## src/rtl/vect_lane_serializer_if.sv

```systemverilog
// Handshake bundle for vect_lane_serializer: vector intake from the vector pipe,
// scalar lane output towards the store unit / scalar writeback port.
interface vect_lane_serializer_if #(
  parameter int WIDTH        = 8,
  parameter int registerSize = 32,
  parameter int vectorSize   = 4
) ();
  localparam int LW = $clog2(vectorSize);

  logic                                     flush;
  logic                                     in_valid;
  logic                                     in_ready;
  logic [vectorSize-1:0][registerSize-1:0]  vect;
  logic [vectorSize-1:0]                    lane_mask;
  logic [WIDTH-1:0]                         tag;
  logic                                     out_valid;
  logic                                     out_ready;
  logic [registerSize-1:0]                  out_data;
  logic [LW-1:0]                            out_lane;
  logic [WIDTH-1:0]                         out_tag;
  logic                                     out_last;

  // Producer/consumer side of the serializer.
  modport master (
    output flush, in_valid, vect, lane_mask, tag, out_ready,
    input  in_ready, out_valid, out_data, out_lane, out_tag, out_last
  );

  // The serializer itself.
  modport slave (
    input  flush, in_valid, vect, lane_mask, tag, out_ready,
    output in_ready, out_valid, out_data, out_lane, out_tag, out_last
  );
endinterface

```

## src/rtl/vect_lane_serializer.sv

```systemverilog
// Serializes the enabled lanes of one packed vector onto a scalar valid/ready port,
// lowest enabled lane first, with the control tag repeated on every beat.
module vect_lane_serializer #(
  parameter int WIDTH        = 8,
  parameter int registerSize = 32,
  parameter int vectorSize   = 4
) (
  input  logic                   clk,
  input  logic                   reset,
  vect_lane_serializer_if.slave  bus
);
  localparam int LW = $clog2(vectorSize);

  localparam logic [0:0] ST_IDLE = 1'b0;
  localparam logic [0:0] ST_SEND = 1'b1;

  logic [0:0]                               state_q, state_d;
  logic [vectorSize-1:0][registerSize-1:0]  vect_q, vect_d;
  logic [vectorSize-1:0]                    mask_q, mask_d;  // lanes still pending behind the current one
  logic [WIDTH-1:0]                         tag_q, tag_d;
  logic [LW-1:0]                            lane_q, lane_d;
  logic                                     last_q, last_d;

  logic          accept, pop;
  logic [LW-1:0] load_lane, next_lane;

  function automatic logic [LW-1:0] lowest_lane(input logic [vectorSize-1:0] m);
    logic [LW-1:0] idx;
    idx = '0;
    for (int i = vectorSize - 1; i >= 0; i--) begin
      if (m[i]) idx = LW'(i);
    end
    return idx;
  endfunction

  function automatic logic [vectorSize-1:0] lane_bit(input logic [LW-1:0] l);
    logic [vectorSize-1:0] b;
    b    = '0;
    b[l] = 1'b1;
    return b;
  endfunction

  // A new vector may enter while the last lane of the current one is being popped.
  assign bus.in_ready = (state_q == ST_IDLE) | ((state_q == ST_SEND) & bus.out_ready & last_q);
  assign accept       = bus.in_valid & bus.in_ready & ~bus.flush;
  assign pop          = (state_q == ST_SEND) & bus.out_ready & ~bus.flush;
  assign load_lane    = lowest_lane(bus.lane_mask);
  assign next_lane    = lowest_lane(mask_q);

  always_comb begin
    // NOTE: every _d gets its hold value first so no path through the ifs infers a latch.
    state_d = state_q;
    vect_d  = vect_q;
    mask_d  = mask_q;
    tag_d   = tag_q;
    lane_d  = lane_q;
    last_d  = last_q;

    if (bus.flush) begin
      state_d = ST_IDLE;
      mask_d  = '0;
    end else if (accept) begin
      vect_d = bus.vect;
      tag_d  = bus.tag;
      if (bus.lane_mask != '0) begin
        state_d = ST_SEND;
        lane_d  = load_lane;
        mask_d  = bus.lane_mask & ~lane_bit(load_lane);
        last_d  = ((bus.lane_mask & ~lane_bit(load_lane)) == '0);
      end else begin
        state_d = ST_IDLE;
        mask_d  = '0;
      end
    end else if (pop) begin
      if (last_q) begin
        state_d = ST_IDLE;
      end else begin
        lane_d = next_lane;
        mask_d = mask_q & ~lane_bit(next_lane);
        last_d = ((mask_q & ~lane_bit(next_lane)) == '0);
      end
    end
  end

  // NOTE: held vector is a plain register bank, reset so out_data reads zero straight out of reset.
  always_ff @(posedge clk or negedge reset) begin
    if (!reset) begin
      state_q <= ST_IDLE;
      vect_q  <= '0;
      mask_q  <= '0;
      tag_q   <= '0;
      lane_q  <= '0;
      last_q  <= 1'b0;
    end else begin
      // NOTE: non-blocking so every flop samples the pre-edge values of the others.
      state_q <= state_d;
      vect_q  <= vect_d;
      mask_q  <= mask_d;
      tag_q   <= tag_d;
      lane_q  <= lane_d;
      last_q  <= last_d;
    end
  end

  assign bus.out_valid = (state_q == ST_SEND);
  assign bus.out_data  = vect_q[lane_q];
  assign bus.out_lane  = lane_q;
  assign bus.out_tag   = tag_q;
  assign bus.out_last  = last_q;
endmodule

```

## src/flat_wrapper.sv

```systemverilog
// flat-port wrapper written by rule: the top's interface ports become plain ports
module vect_lane_serializer_flat 
#(
  parameter int WIDTH        = 8,
  parameter int registerSize = 32,
  parameter int vectorSize   = 4
)
  (clk, reset, bus_flush, bus_in_valid, bus_vect, bus_lane_mask, bus_tag, bus_out_ready, bus_in_ready, bus_out_valid, bus_out_data, bus_out_lane, bus_out_tag, bus_out_last);
  vect_lane_serializer_if #(.WIDTH(WIDTH), .registerSize(registerSize), .vectorSize(vectorSize)) bus_i ();
  input  logic clk;
  input  logic reset;
  input wire logic [$bits(bus_i.flush)-1:0] bus_flush;
  input wire logic [$bits(bus_i.in_valid)-1:0] bus_in_valid;
  input wire logic [$bits(bus_i.vect)-1:0] bus_vect;
  input wire logic [$bits(bus_i.lane_mask)-1:0] bus_lane_mask;
  input wire logic [$bits(bus_i.tag)-1:0] bus_tag;
  input wire logic [$bits(bus_i.out_ready)-1:0] bus_out_ready;
  output wire logic [$bits(bus_i.in_ready)-1:0] bus_in_ready;
  output wire logic [$bits(bus_i.out_valid)-1:0] bus_out_valid;
  output wire logic [$bits(bus_i.out_data)-1:0] bus_out_data;
  output wire logic [$bits(bus_i.out_lane)-1:0] bus_out_lane;
  output wire logic [$bits(bus_i.out_tag)-1:0] bus_out_tag;
  output wire logic [$bits(bus_i.out_last)-1:0] bus_out_last;
  assign bus_i.flush = bus_flush;
  assign bus_i.in_valid = bus_in_valid;
  assign bus_i.vect = bus_vect;
  assign bus_i.lane_mask = bus_lane_mask;
  assign bus_i.tag = bus_tag;
  assign bus_i.out_ready = bus_out_ready;
  assign bus_in_ready = bus_i.in_ready;
  assign bus_out_valid = bus_i.out_valid;
  assign bus_out_data = bus_i.out_data;
  assign bus_out_lane = bus_i.out_lane;
  assign bus_out_tag = bus_i.out_tag;
  assign bus_out_last = bus_i.out_last;
  vect_lane_serializer #(.WIDTH(WIDTH), .registerSize(registerSize), .vectorSize(vectorSize)) u_core (.clk(clk), .reset(reset), .bus(bus_i));
endmodule
```

## config.mk

```make
export PLATFORM = sky130hd
export DESIGN_NAME = vect_lane_serializer_flat
export DESIGN_NICKNAME = d
export VERILOG_FILES = /design/src/rtl/vect_lane_serializer_if.sv /design/src/rtl/vect_lane_serializer.sv /design/src/flat_wrapper.sv
export SDC_FILE = /design/constraint.sdc
export NUM_CORES = 1
export LEC_CHECK = 0
export CAP_MARGIN = 10
export CORE_UTILIZATION = 48
export DETAILED_ROUTE_END_ITERATION = 10
export GPL_TIMING_DRIVEN = 0
export HOLD_SLACK_MARGIN = 0.15
export PLACE_DENSITY_LB_ADDON = 0.15
export RECOVER_POWER = 50
export SETUP_SLACK_MARGIN = 0.4
export SYNTH_ARGS = -nofsm -noshare
export SYNTH_HDL_FRONTEND = slang
export SYNTH_SLANG_ARGS = --single-unit
```

## constraint.sdc

```tcl
create_clock -name clk -period 2.01 [get_ports clk]
set_input_delay 0.402 -clock clk [delete_from_list [all_inputs] [get_ports clk]]
set_output_delay 0.402 -clock clk [all_outputs]
set_load 0.005 [all_outputs]
```

==> results of run 1 <==
-- synth_stat cells, types with 2 or more instances --
cell | instances | area share [%]
a21oi_1 | 5 | 0.39
a22oi_1 | 2 | 0.23
buf_2 | 31 | 2.4
buf_4 | 3 | 0.35
clkbuf_1 | 5 | 0.29
dfrtp_1 | 144 | 56
inv_1 | 7 | 0.41
mux2_2 | 2 | 0.35
mux4_2 | 32 | 11
nand2_1 | 408 | 24
nand2b_1 | 2 | 0.19
nor2_1 | 6 | 0.35
nor3_1 | 3 | 0.23
o21ai_0 | 3 | 0.23
o31ai_1 | 2 | 0.23
-- repair_timing --
| action | 4_1_cts | 5_1_grt |
|---|---|---|
| setup endpoints to repair | 177 | 148 |
| gates resized for setup | 192 | 30 |
| gates cloned | 3 | 0 |
| hold endpoints to repair | 53 | 0 |
| hold buffers | 1 | 0 |
| pin swaps | 1 | 2 |
| buffers inserted | 16 | 2 |
-- worst max-delay path, delay by kind of cell, from the launching register on --
| kind | cells | cell delay [ps] |
|---|---|---|
| multiplexers | 1 | 510 |
| flip-flops | 1 | 370 |
| buffers and inverters | 5 | 620 |
-- cells in the final DEF, fill, tap and decap left out, types with 3 or more instances in the layout --
cell type,instances
buf_4,21
clkdlybuf4s50_1,137
clkbuf_16,17
a21oi_1,4
mux4_2,32
nor2_1,5
buf_12,6
o21ai_0,3
nand2_1,408
dlygate4sd2_1,11
buf_6,22
buf_16,4
clkinv_4,4
dfrtp_1,143
buf_2,36
inv_6,3
nor3_1,3
bufinv_16,6
dlymetal6s2s_1,3
inv_1,6
clkbuf_2,4
-- final cells by class --
| type | count | area [µm²] |
|---|---|---|
| Sequential cell | 144 | 3600 |
| Fill cell | 901 | 3280 |
| Multi-Input combinational cell | 485 | 2610 |
| Timing Repair Buffer | 209 | 2020 |
| Clock buffer | 17 | 425 |
| Buffer | 41 | 388 |
| Clock inverter | 15 | 256 |
| Tap cell | 172 | 215 |
| Inverter | 8 | 30.0 |
-- metal layers --
metal	track usage, %	vias up	part of all wire (%)
li1	-	2622	-
met5	0	-	0
met2	47.1	255	50
met1	36.6	2837	40
met4	11.9	0	2.5
met3	6.64	31	7.1
-- sequential cells by signal, summed over array words and instances (netlist names) --
register,cells
u_core.vect_q,128
u_core.mask_q,4
u_core.bus.out_last,1
u_core.bus.out_tag,8
u_core.bus.out_lane,2
u_core.bus.out_valid,1
-- cell families (layout without fill, tap and decap cells) --
group	Yosys count	count (layout)	share of synthesized area, %
and+or+nand+nor	424	424	25.2
buffers and inverters	49	290	3.75
DFF	144	144	56.0
xor gates and xnor gates	1	1	0.136
adders and majority gates	1	1	0.156
muxes	34	34	11.6
AOI/OAI and AO/OA	25	25	3.17
-- path summary, 6_finish.rpt --
| kind | startpoint | end | cells past startpoint |
|---|---|---|---|
| min in group asynchronous | reset | u_core.bus.out_tag[3]$_DFFE_PN0P_ | 2 |
| min reg2reg | u_core.vect_q[86]$_DFFE_PN0P_ | u_core.vect_q[86]$_DFFE_PN0P_ | 2 |
| max in group asynchronous | reset | u_core.vect_q[50]$_DFFE_PN0P_ | 3 |
| max | u_core.bus.out_lane[0]$_DFFE_PN0P_ | bus_out_data[13] | 6 |
| max reg2reg | u_core.bus.out_last$_DFFE_PN0P_ | u_core.mask_q[2]$_DFFE_PN0P_ | 7 |
| min | bus_lane_mask[3] | u_core.mask_q[3]$_DFFE_PN0P_ | 3 |
-- power breakdown --
group          internal [µW]  leakage, µW  total, µW  switching (µW)
sequential              3420      0.00179       3720             295
combinational           1430      0.00267       2520            1090
clock                   2340     0.000325       3640            1290
total                   7190      0.00479       9870            2680
-- metrics by stage --
stage / util, % / cells / total power, µW
CTS: 73.6 / 1089 / 9830
global placement: 66.5 / 1036 / 6080
global route: 74.4 / 1091 / 10300
floorplan: - / 678 / 4850
finish: 74.4 / 1091 / 9870
detailed placement: 66.8 / 1037 / 6160
==> Flow_metrics.wiki, run 1 <==
{| class="wikitable"
! Metric !! Value
|-
| Result of the run || finished, violations left
|-
| Failing checks || setup timing
|-
| Distinct cell type count of the synthesized netlist || 38
|-
| Cell area power density || 1030 mW/mm²
|-
| Buffers added on ports || 186
|-
| Category of the critical setup timing path || flop to output port
|-
| Final setup fails || 32
|-
| Top-level I/O count || 190
|-
| DRC violation total after the first TritonRoute iteration || 411
|-
| Total number of placement rows || 41
|-
| Reg clk slew, reported paths || 60 ps
|-
| Worst min-delay path class || primary input to flop
|-
| Diode insertion count for antenna repair || 0
|-
| Crit-path cells || buf_6 > buf_6 > buf_12 > buf_12 > mux4_2 > buf_2
|-
| Total non-filler cell area in the finished layout || 0.00955 mm²
|-
| Post-Synthesis Cell Area || 0.00643 mm²
|-
| Pins Over Slew Limit || 0
|-
| Vias in the first global route || 5916
|-
| DPL Wire Length || 12.4 mm
|-
| Worst setup EP type || output port
|-
| Placed Area || 0.00856 mm²
|-
| DRC || 0
|-
| Global-route usage over all layers || 28.7%
|-
| Crit path max fanout || 6
|-
| Nature of the critical path startpoint || flop
|-
| Cell count after synthesis || 678
|-
| Tcrit/Tclk final || 116%
|-
| Tmin final || 2330 ps
|-
| Transition at the pin with the smallest max-transition slack || 1410 ps
|-
| Clock network latency to the later pin of the worst-skew pair || 430 ps
|-
| Total leakage power || 0.00479 µW
|-
| Internal reg-to-reg setup slack || 60 ps
|-
| Clock sink count || 144
|-
| F_max || 0.428 GHz
|-
| Clock tree from TritonCTS || built
|-
| Setup total negative slack || -7350 ps
|-
| Post-detailed-route count of antenna-violating nets || 0
|-
| Total congestion overflow after global routing || 0
|-
| H-tree levels || 4
|-
| Peak VDD IR || 0.000891 V
|-
| Proportion of register bits with asynchronous set or reset after synthesis || 100%
|-
| Critical path arrival || 1930 ps
|-
| Largest net degree at the start of global routing || 92
|-
| Unrepaired setup endpoints after global routing || true
|-
| Chip Height || 118 µm
|-
| Flop and latch count out of synthesis || 144
|-
| Die span in x || 118 µm
|-
| Number of synthesized flops with an enable pin || 0
|-
| Fraction of layout cells with a size suffix above 1 || 18.6%
|-
| Number of antenna violations at the first check in global routing || 0
|-
| Slowest cell delay on critical path || 510 ps
|-
| Syn. warnings || 0
|-
| Net count of the mapped netlist || 823
|-
| Total wire length after detailed routing || 19.0 mm
|-
| Count of maximum capacitance violations || 0
|-
| Cell with the largest stage delay on the worst path || mux4_2
|-
| Top flip-flop cell by instance count after synthesis || dfrtp_1
|-
| Fin Clk Skew || 5.11 ps
|-
| Area Growth Syn to Fin || 48.4%
|-
| Number of search-and-repair iterations in the first detailed-routing pass || 5
|-
| Longest Clk Path Bufs || 2
|-
| Clock root buffer master || clkbuf_16
|-
| Total number of nets in the final design || 1051
|-
| Count of final hold-check violations || 0
|-
| Final weighted congestion in routability-driven placement || 0.842
|-
| Routed length per instance || 17.4 µm
|-
| Via total after detailed routing || 5745
|-
| Via density || 5.27
|-
| Final worst slack || -324 ps
|-
| Floorplan core area || 0.0128 mm²
|-
| Number of clock buffers inserted by TritonCTS || 17
|-
| Syn avg cell area || 9.49 µm²
|-
| Initial Utilization || 50.1%
|-
| Crit path required time || 1610 ps
|-
| Post-Place Setup Slack || -320 ps
|-
| Sequential share of the synthesized area || 56.0%
|-
| Overall die area || 0.0139 mm²
|-
| Final-layout worst hold slack || 351 ps
|-
| First-pass GRT wire length || 30.2 mm
|-
| Headroom to the max-slew limit || 6.23%
|}
(Power assumes the default switching activity.)
==> run 2: changes to the inputs <==
Settings changed: ABC_AREA from default to 1.
==> Flow_metrics.wiki, run 2 <==
{| class="wikitable"
! Metric !! Value
|-
| Result of the run || finished, violations left
|-
| Failing checks || setup timing
|-
| Net count of the mapped netlist || 985 (+20%)
|-
| Clock sink count || 144 (unchanged)
|-
| Count of maximum capacitance violations || 0 (unchanged)
|-
| Number of search-and-repair iterations in the first detailed-routing pass || 7 (+2)
|-
| Largest net degree at the start of global routing || 76 (-17%)
|-
| Proportion of register bits with asynchronous set or reset after synthesis || 100% (unchanged)
|-
| Worst setup EP type || output port
|-
| Vias in the first global route || 6268 (+5.9%)
|-
| Unrepaired setup endpoints after global routing || true
|-
| Dominant cell by count in the synthesized netlist || nand2_1
|-
| DRC violation total after the first TritonRoute iteration || 516 (+26%)
|-
| Sequential share of the synthesized area || 55.5% (-0.53 points)
|-
| Top post-synthesis cells by count || nand2_1 (439), dfrtp_1 (144), nor2_1 (75)
|-
| Total leakage power || 0.00504 µW (+5.3%)
|-
| Sw Ratio || 32.7% (+5.6 points)
|-
| DRC || 0 (unchanged)
|-
| Total number of placement rows || 42 (+2.4%)
|-
| Final Power || 11100 µW (+12%)
|-
| Global-route usage over all layers || 29.4% (+0.73 points)
|-
| Cell area power density || 1110 mW/mm² (+7.5%)
|-
| Peak VDD IR || 0.000858 V (-3.6%)
|-
| Post-synth top area share || 55.5% (-0.53 points)
|-
| Cell taking the most area after synthesis || dfrtp_1
|-
| Initial Utilization || 49.0% (-1.1 points)
|-
| Clock network latency to the later pin of the worst-skew pair || 420 ps (about the same)
|-
| Commonest cells after routing, fill and taps aside || nand2_1 (439), clkdlybuf4s50_1 (142), dfrtp_1 (142)
|-
| Worst min-delay path class || flop to flop
|-
| DPL Wire Length || 12.9 mm (+3.2%)
|-
| Number of clock buffers inserted by TritonCTS || 17 (unchanged)
|-
| Post-detailed-route count of antenna-violating nets || 0 (unchanged)
|-
| Final worst slack || -32.5 ps (+291 ps)
|-
| Die span in x || 118 µm (+0.47%)
|-
| Via total after detailed routing || 6447 (+12%)
|-
| Syn avg cell area || 7.73 µm² (-19%)
|-
| Internal power || 7440 µW (+3.4%)
|-
| Filler cell count in the final layout || 1019 (+13%)
|-
| Flop and latch count out of synthesis || 144 (unchanged)
|-
| Nature of the critical path startpoint || flop
|-
| Area Growth Syn to Fin || 53.2%
|-
| Floorplan core area || 0.0132 mm² (+3.3%)
|-
| Routed length per instance || 16.0 µm (-8.1%)
|-
| Sequential Power Share || 34.8% (-2.8 points)
|-
| Clock root buffer master || clkbuf_16
|-
| Chip Height || 118 µm (+0.47%)
|-
| Critical path arrival || 1640 ps (-290 ps)
|-
| Crit path required time || 1610 ps (about the same)
|-
| Via density || 5.12 (-2.7%)
|-
| Category of the critical setup timing path || flop to output port
|-
| Cell count after synthesis || 840 (+24%)
|-
| Switching power summed over all nets || 3620 µW (+35%)
|-
| Placed Area || 0.00863 mm² (+0.83%)
|-
| Buffers added on ports || 189 (+1.6%)
|-
| Number of antenna violations at the first check in global routing || 0 (unchanged)
|-
| Syn. warnings || 0 (unchanged)
|-
| Flip-flop count of the largest register, all copies and words added || 128 (unchanged)
|-
| Total congestion overflow after global routing || 0 (unchanged)
|-
| Post-Synthesis Cell Area || 0.00649 mm² (+0.95%)
|-
| Headroom to the max-slew limit || 34.6% (+28 points)
|-
| Diode insertion count for antenna repair || 0 (unchanged)
|-
| Total non-filler cell area in the finished layout || 0.00995 mm² (+4.2%)
|-
| Reg clk slew, reported paths || 60 ps (about the same)
|-
| Relative contribution of combinational cells to total power || 36.5% (+11 points)
|-
| F_max || 0.490 GHz (+14%)
|-
| Final weighted congestion in routability-driven placement || 0.843 (+0.20%)
|-
| Final setup fails || 17 (-47%)
|-
| Total wire length after detailed routing || 20.1 mm (+6.0%)
|-
| Overall die area || 0.0140 mm² (+0.94%)
|-
| Tcrit/Tclk final || 102% (-14 points)
|-
| Fin Clk Skew || 4.45 ps (-0.657 ps)
|-
| Count of final hold-check violations || 0 (unchanged)
|-
| H-tree levels || 4 (unchanged)
|-
| Number of synthesized flops with an enable pin || 0 (unchanged)
|-
| Clock tree from TritonCTS || built
|-
| Transition at the pin with the smallest max-transition slack || 980 ps (-426 ps)
|-
| Longest Clk Path Bufs || 2 (unchanged)
|-
| Register with the most flip-flops || u_core.vect_q
|-
| Pins Over Slew Limit || 0 (unchanged)
|-
| Most frequent standard cell in the layout excluding fill and tap cells || nand2_1
|-
| Crit path max fanout || 8 (+2)
|-
| Fraction of layout cells with a size suffix above 1 || 19.5% (+0.89 points)
|-
| Top-level I/O count || 190 (unchanged)
|-
| Distinct cell type count of the synthesized netlist || 20 (-47%)
|-
| First-pass GRT wire length || 31.7 mm (+4.8%)
|-
| Total number of nets in the final design || 1217 (+16%)
|-
| Top flip-flop cell by instance count after synthesis || dfrtp_1
|-
| Tmin final || 2040 ps (-291 ps)
|-
| Power share of the clock group || 28.7% (-8.1 points)
|-
| Biggest area contributors in the synthesized netlist || dfrtp_1 (56%), nand2_1 (25%), o21ai_0 (5.6%), nor2_1 (4.3%), o22ai_1 (3.1%)
|}
-- run 2: changes by cell type after synthesis, sizes merged, moves of 3 or more --
cell,delta
nor2,+69
o22ai,+31
nand3,+3
inv,+7
o21ai,+74
nor3,-3
nand2,+32
buf,-5
mux4,-32
clkbuf,+13
a21oi,-3
-- run 2: layout make-up --
cell class,count,area (µm²),area share [%]
Sequential cell,144,3610,36.2
Multi-Input combinational cell,632,2950,29.6
Timing Repair Buffer,211,1950,19.6
Buffer,49,534,5.37
Clock buffer,22,474,4.77
Tap cell,176,220,2.21
Clock inverter,7,110,1.11
Inverter,15,76.3,0.767
Timing Repair inverter,2,27.5,0.277
-- run 2: path summary, 6_finish.rpt --
kind                                                    startpoint                              to  slack (ps)  cells after the start
worst max-delay path            u_core.bus.out_lane[0]$_DFFE_PN0P_                 bus_out_data[5]         -30                      6
worst min-delay path                 u_core.vect_q[84]$_DFFE_PN0P_   u_core.vect_q[84]$_DFFE_PN0P_         480                      2
worst max register to register     u_core.bus.out_last$_DFFE_PN0P_  u_core.vect_q[127]$_DFFE_PN0P_          90                      8
worst min register to register       u_core.vect_q[84]$_DFFE_PN0P_   u_core.vect_q[84]$_DFFE_PN0P_         480                      2
max in group asynchronous                                    reset   u_core.vect_q[97]$_DFFE_PN0P_         250                      3
min in group asynchronous                                    reset  u_core.vect_q[121]$_DFFE_PN0P_         690                      2
-- run 2: per-layer routing --
metal	wire, µm	track usage (%)	share of wire [%]	up-vias
met4	361	9.05	1.8	0
met2	9700	47.6	48	276
met1	8520	39.5	42	3030
li1	-	-	-	3113
met3	1500	6.52	7.5	28
met5	0	0	0	-
-- run 2: cell families (layout without fill, tap and decap cells) --
logic type / count (synthesis) / count (layout) / synth area share, %
flip-flops: 144 / 144 / 55.5
AO/OA/AOI/OAI: 111 / 111 / 9.23
buffers and inverters: 64 / 306 / 4.76
AND/OR/NAND/NOR: 521 / 521 / 30.5
-- run 2: critical path, stage by stage, from the launching register on --
cell and delay [ps]:
dfrtp_2 440, buf_12 180, inv_12 90, clkbuf_16 160
nor2_2 40, o22ai_2 170, buf_2 140
-- run 2: timing repair --
| item | in CTS | in global routing |
|---|---|---|
| pin swaps | 29 | 13 |
| endpoints found under the hold margin | 69 | 0 |
| gates resized for setup | 298 | 91 |
| hold buffers | 1 | 0 |
| cloned | 10 | 0 |
| setup buffers | 11 | 1 |
| setup endpoints to repair | 45 | 151 |
-- run 2: through the flow --
step           util, %  setup slack, ps  TNS [ps]  hold WS (ps)  cells
4_1_cts           73.1            -33.9      -398           476   1257
3_5_place_dp      65.2             -507    -13340           458   1206
2_1_floorplan        -              429         0           106    840
3_3_place_gp      65.0            -5200   -761590           456   1205
5_1_grt           75.1            -81.8     -1930           496   1258
6_report          75.1            -32.5      -213           478   1258
-- run 2: power by group through the flow --
stage | combinational, µW | sequential, µW | clock (µW)
detailed placement | 3170 | 3780 | 0
floorplan | 1500 | 3700 | 0
global route | 4370 | 3900 | 3330
global placement | 3130 | 3780 | 0
CTS | 3670 | 3790 | 3190
finish | 4040 | 3850 | 3170
==> edit, RTL diff (flow settings as in run 2) <==
`WIDTH` is set to 8 in 3 places; all go to 6.
--- a/src/rtl/vect_lane_serializer_if.sv
+++ b/src/rtl/vect_lane_serializer_if.sv
@@ -2,5 +2,5 @@
 // scalar lane output towards the store unit / scalar writeback port.
 interface vect_lane_serializer_if #(
-  parameter int WIDTH        = 8,
+  parameter int WIDTH        = 6,
   parameter int registerSize = 32,
   parameter int vectorSize   = 4
--- a/src/rtl/vect_lane_serializer.sv
+++ b/src/rtl/vect_lane_serializer.sv
@@ -2,5 +2,5 @@
 // lowest enabled lane first, with the control tag repeated on every beat.
 module vect_lane_serializer #(
-  parameter int WIDTH        = 8,
+  parameter int WIDTH        = 6,
   parameter int registerSize = 32,
   parameter int vectorSize   = 4
--- a/src/flat_wrapper.sv
+++ b/src/flat_wrapper.sv
@@ -2,5 +2,5 @@
 module vect_lane_serializer_flat 
 #(
-  parameter int WIDTH        = 8,
+  parameter int WIDTH        = 6,
   parameter int registerSize = 32,
   parameter int vectorSize   = 4
Ports: changed (resized bus_out_tag and bus_tag); port bits go from 190 to 186. No check against the original RTL was run, so the function may have changed too.
==> edit against run 2 <==
The run still ends with setup timing left; area after synthesis fell by 0.85%; hold slack worse by 0.0037 ns; total power decreased by 6.9%; register-to-register slack lost 0.02 ns; worst setup slack lost 0.062 ns; combinational power fell by 14%; wire length up 7.0%; design area is 2.0% higher; sequential cell count fell by 2; first-iteration DRC count rose by 1.7%; critical endpoint is now bus_out_data[11]; highest routed layer unchanged.
==> edit: results (changes against run 2) <==
Placed design
  – Pre-CTS WS: -0.512 ns (-0.00411 ns)
  – Post-detail-place hpwl: 13100 um (+1.6%)
  – Port Buffers: 185 (-2.1%)
  – RePlAce Congestion: 0.886 (+5.0%)

Clock tree
  – Gates resized, CTS repair: 343 (+15%)

Drt
  – Routed WL per cell: 17.3 um (+8.2%)
  – DR vias/cell: 5.26 (+2.6%)
  – Met3 WL: 1640 um (+8.7%)
  – DRT Pass-1 Iters: 5 (-2)
  – Iteration-0 DRC Markers: 525 (+1.7%)
  – Met2 WL: 10700 um (+9.9%)

Logic synthesis
  – Synthesis-stage register bit count: 142 (-1.4%)
  – Mapped Nets: 974 (-1.1%)
  – Compound-Gate Fraction of Synth Area: 9.21% (-0.018 points)
  – Top cells by area, synth: dfrtp_1, nand2_1, o21ai_0
  – Sequential element share of the synthesized area: 55.2% (-0.30 points)

STA
  – Setup TNS: -0.562 ns (-0.349 ns)
  – Max transition margin: 39.0% (+4.3 points)
  – Final Worst Setup Slack: -0.0941 ns (-0.0616 ns)
  – Final setup fails: 22 (+5)
  – Clock skew: 0.00576 ns (+0.00131 ns)

Run status
  – Status: finished, violations left
  – Failing checks: setup timing

Critical path
  – RR Endpoint: u_core.vect_q[63]$_DFFE_PN0P_
  – Reg2Reg Setup Slack: 0.07 ns (-0.02 ns)
  – CP endpoint: bus_out_data[11]
  – Critical Path AT: 1.70 ns (+0.06 ns)

Final layout
  – Non-clock buffering overhead: 25.5% (+0.49 points)
  – Fin nets: 1202 (-1.2%)
  – Non-Clock Buffer Count: 256 (-1.5%)
  – Layout clock area frac: 5.48% (-0.40 points)
  – Register area: 3550 um^2 (-1.4%)
  – Area taken by multi-input logic gates: 3140 um^2 (+6.5%)
  – # fillers: 894 (-12%)
  – Share of layout cells above drive strength 1: 21.5% (+2.0 points)
  – Inverters, non-clock: 14 (-3)

Global route
  – Largest net degree at the start of global routing: 78 (+2.6%)
  – First-pass GRT wire length: 32900 um (+3.9%)

Power
  – Leakage: 0.00505 uW (about the same)

Min path
  – Hold Path Sink: u_core.bus.out_tag[3]$_DFFE_PN0P_
edit: power breakdown:
group | switching (uW) | internal (uW) | leakage, uW | total, uW
Sequential | 436 | 3420 | 0.00177 | 3850
Clock | 1160 | 1820 | 0.000281 | 2980
Combinational | 1770 | 1690 | 0.00300 | 3460
edit: per-layer routing:
metal	global-route usage, %	up-vias
li1	-	3084
met3	8.28	60
met1	38.5	3103
met5	0	-
met4	9.70	0
met2	51.9	294
edit: metrics by stage:
step                instance area, um^2  std cells  util [%]  hold WS [ns]
global route                      10100       1244      79.1         0.481
finish                            10100       1244      79.1         0.474
global placement                   8500       1188      66.3         0.458
detailed placement                 8530       1189      66.5         0.438
CTS                                9750       1241      76.0         0.475
floorplan                          6440        831         -         0.106
edit: critical path: stages, from the launching register on:
cell	delay [ns]
dfrtp_1	0.42
buf_12	0.19
inv_12	0.09
clkbuf_16	0.15
nor2_1	0.04
o22ai_1	0.22
buf_2	0.16
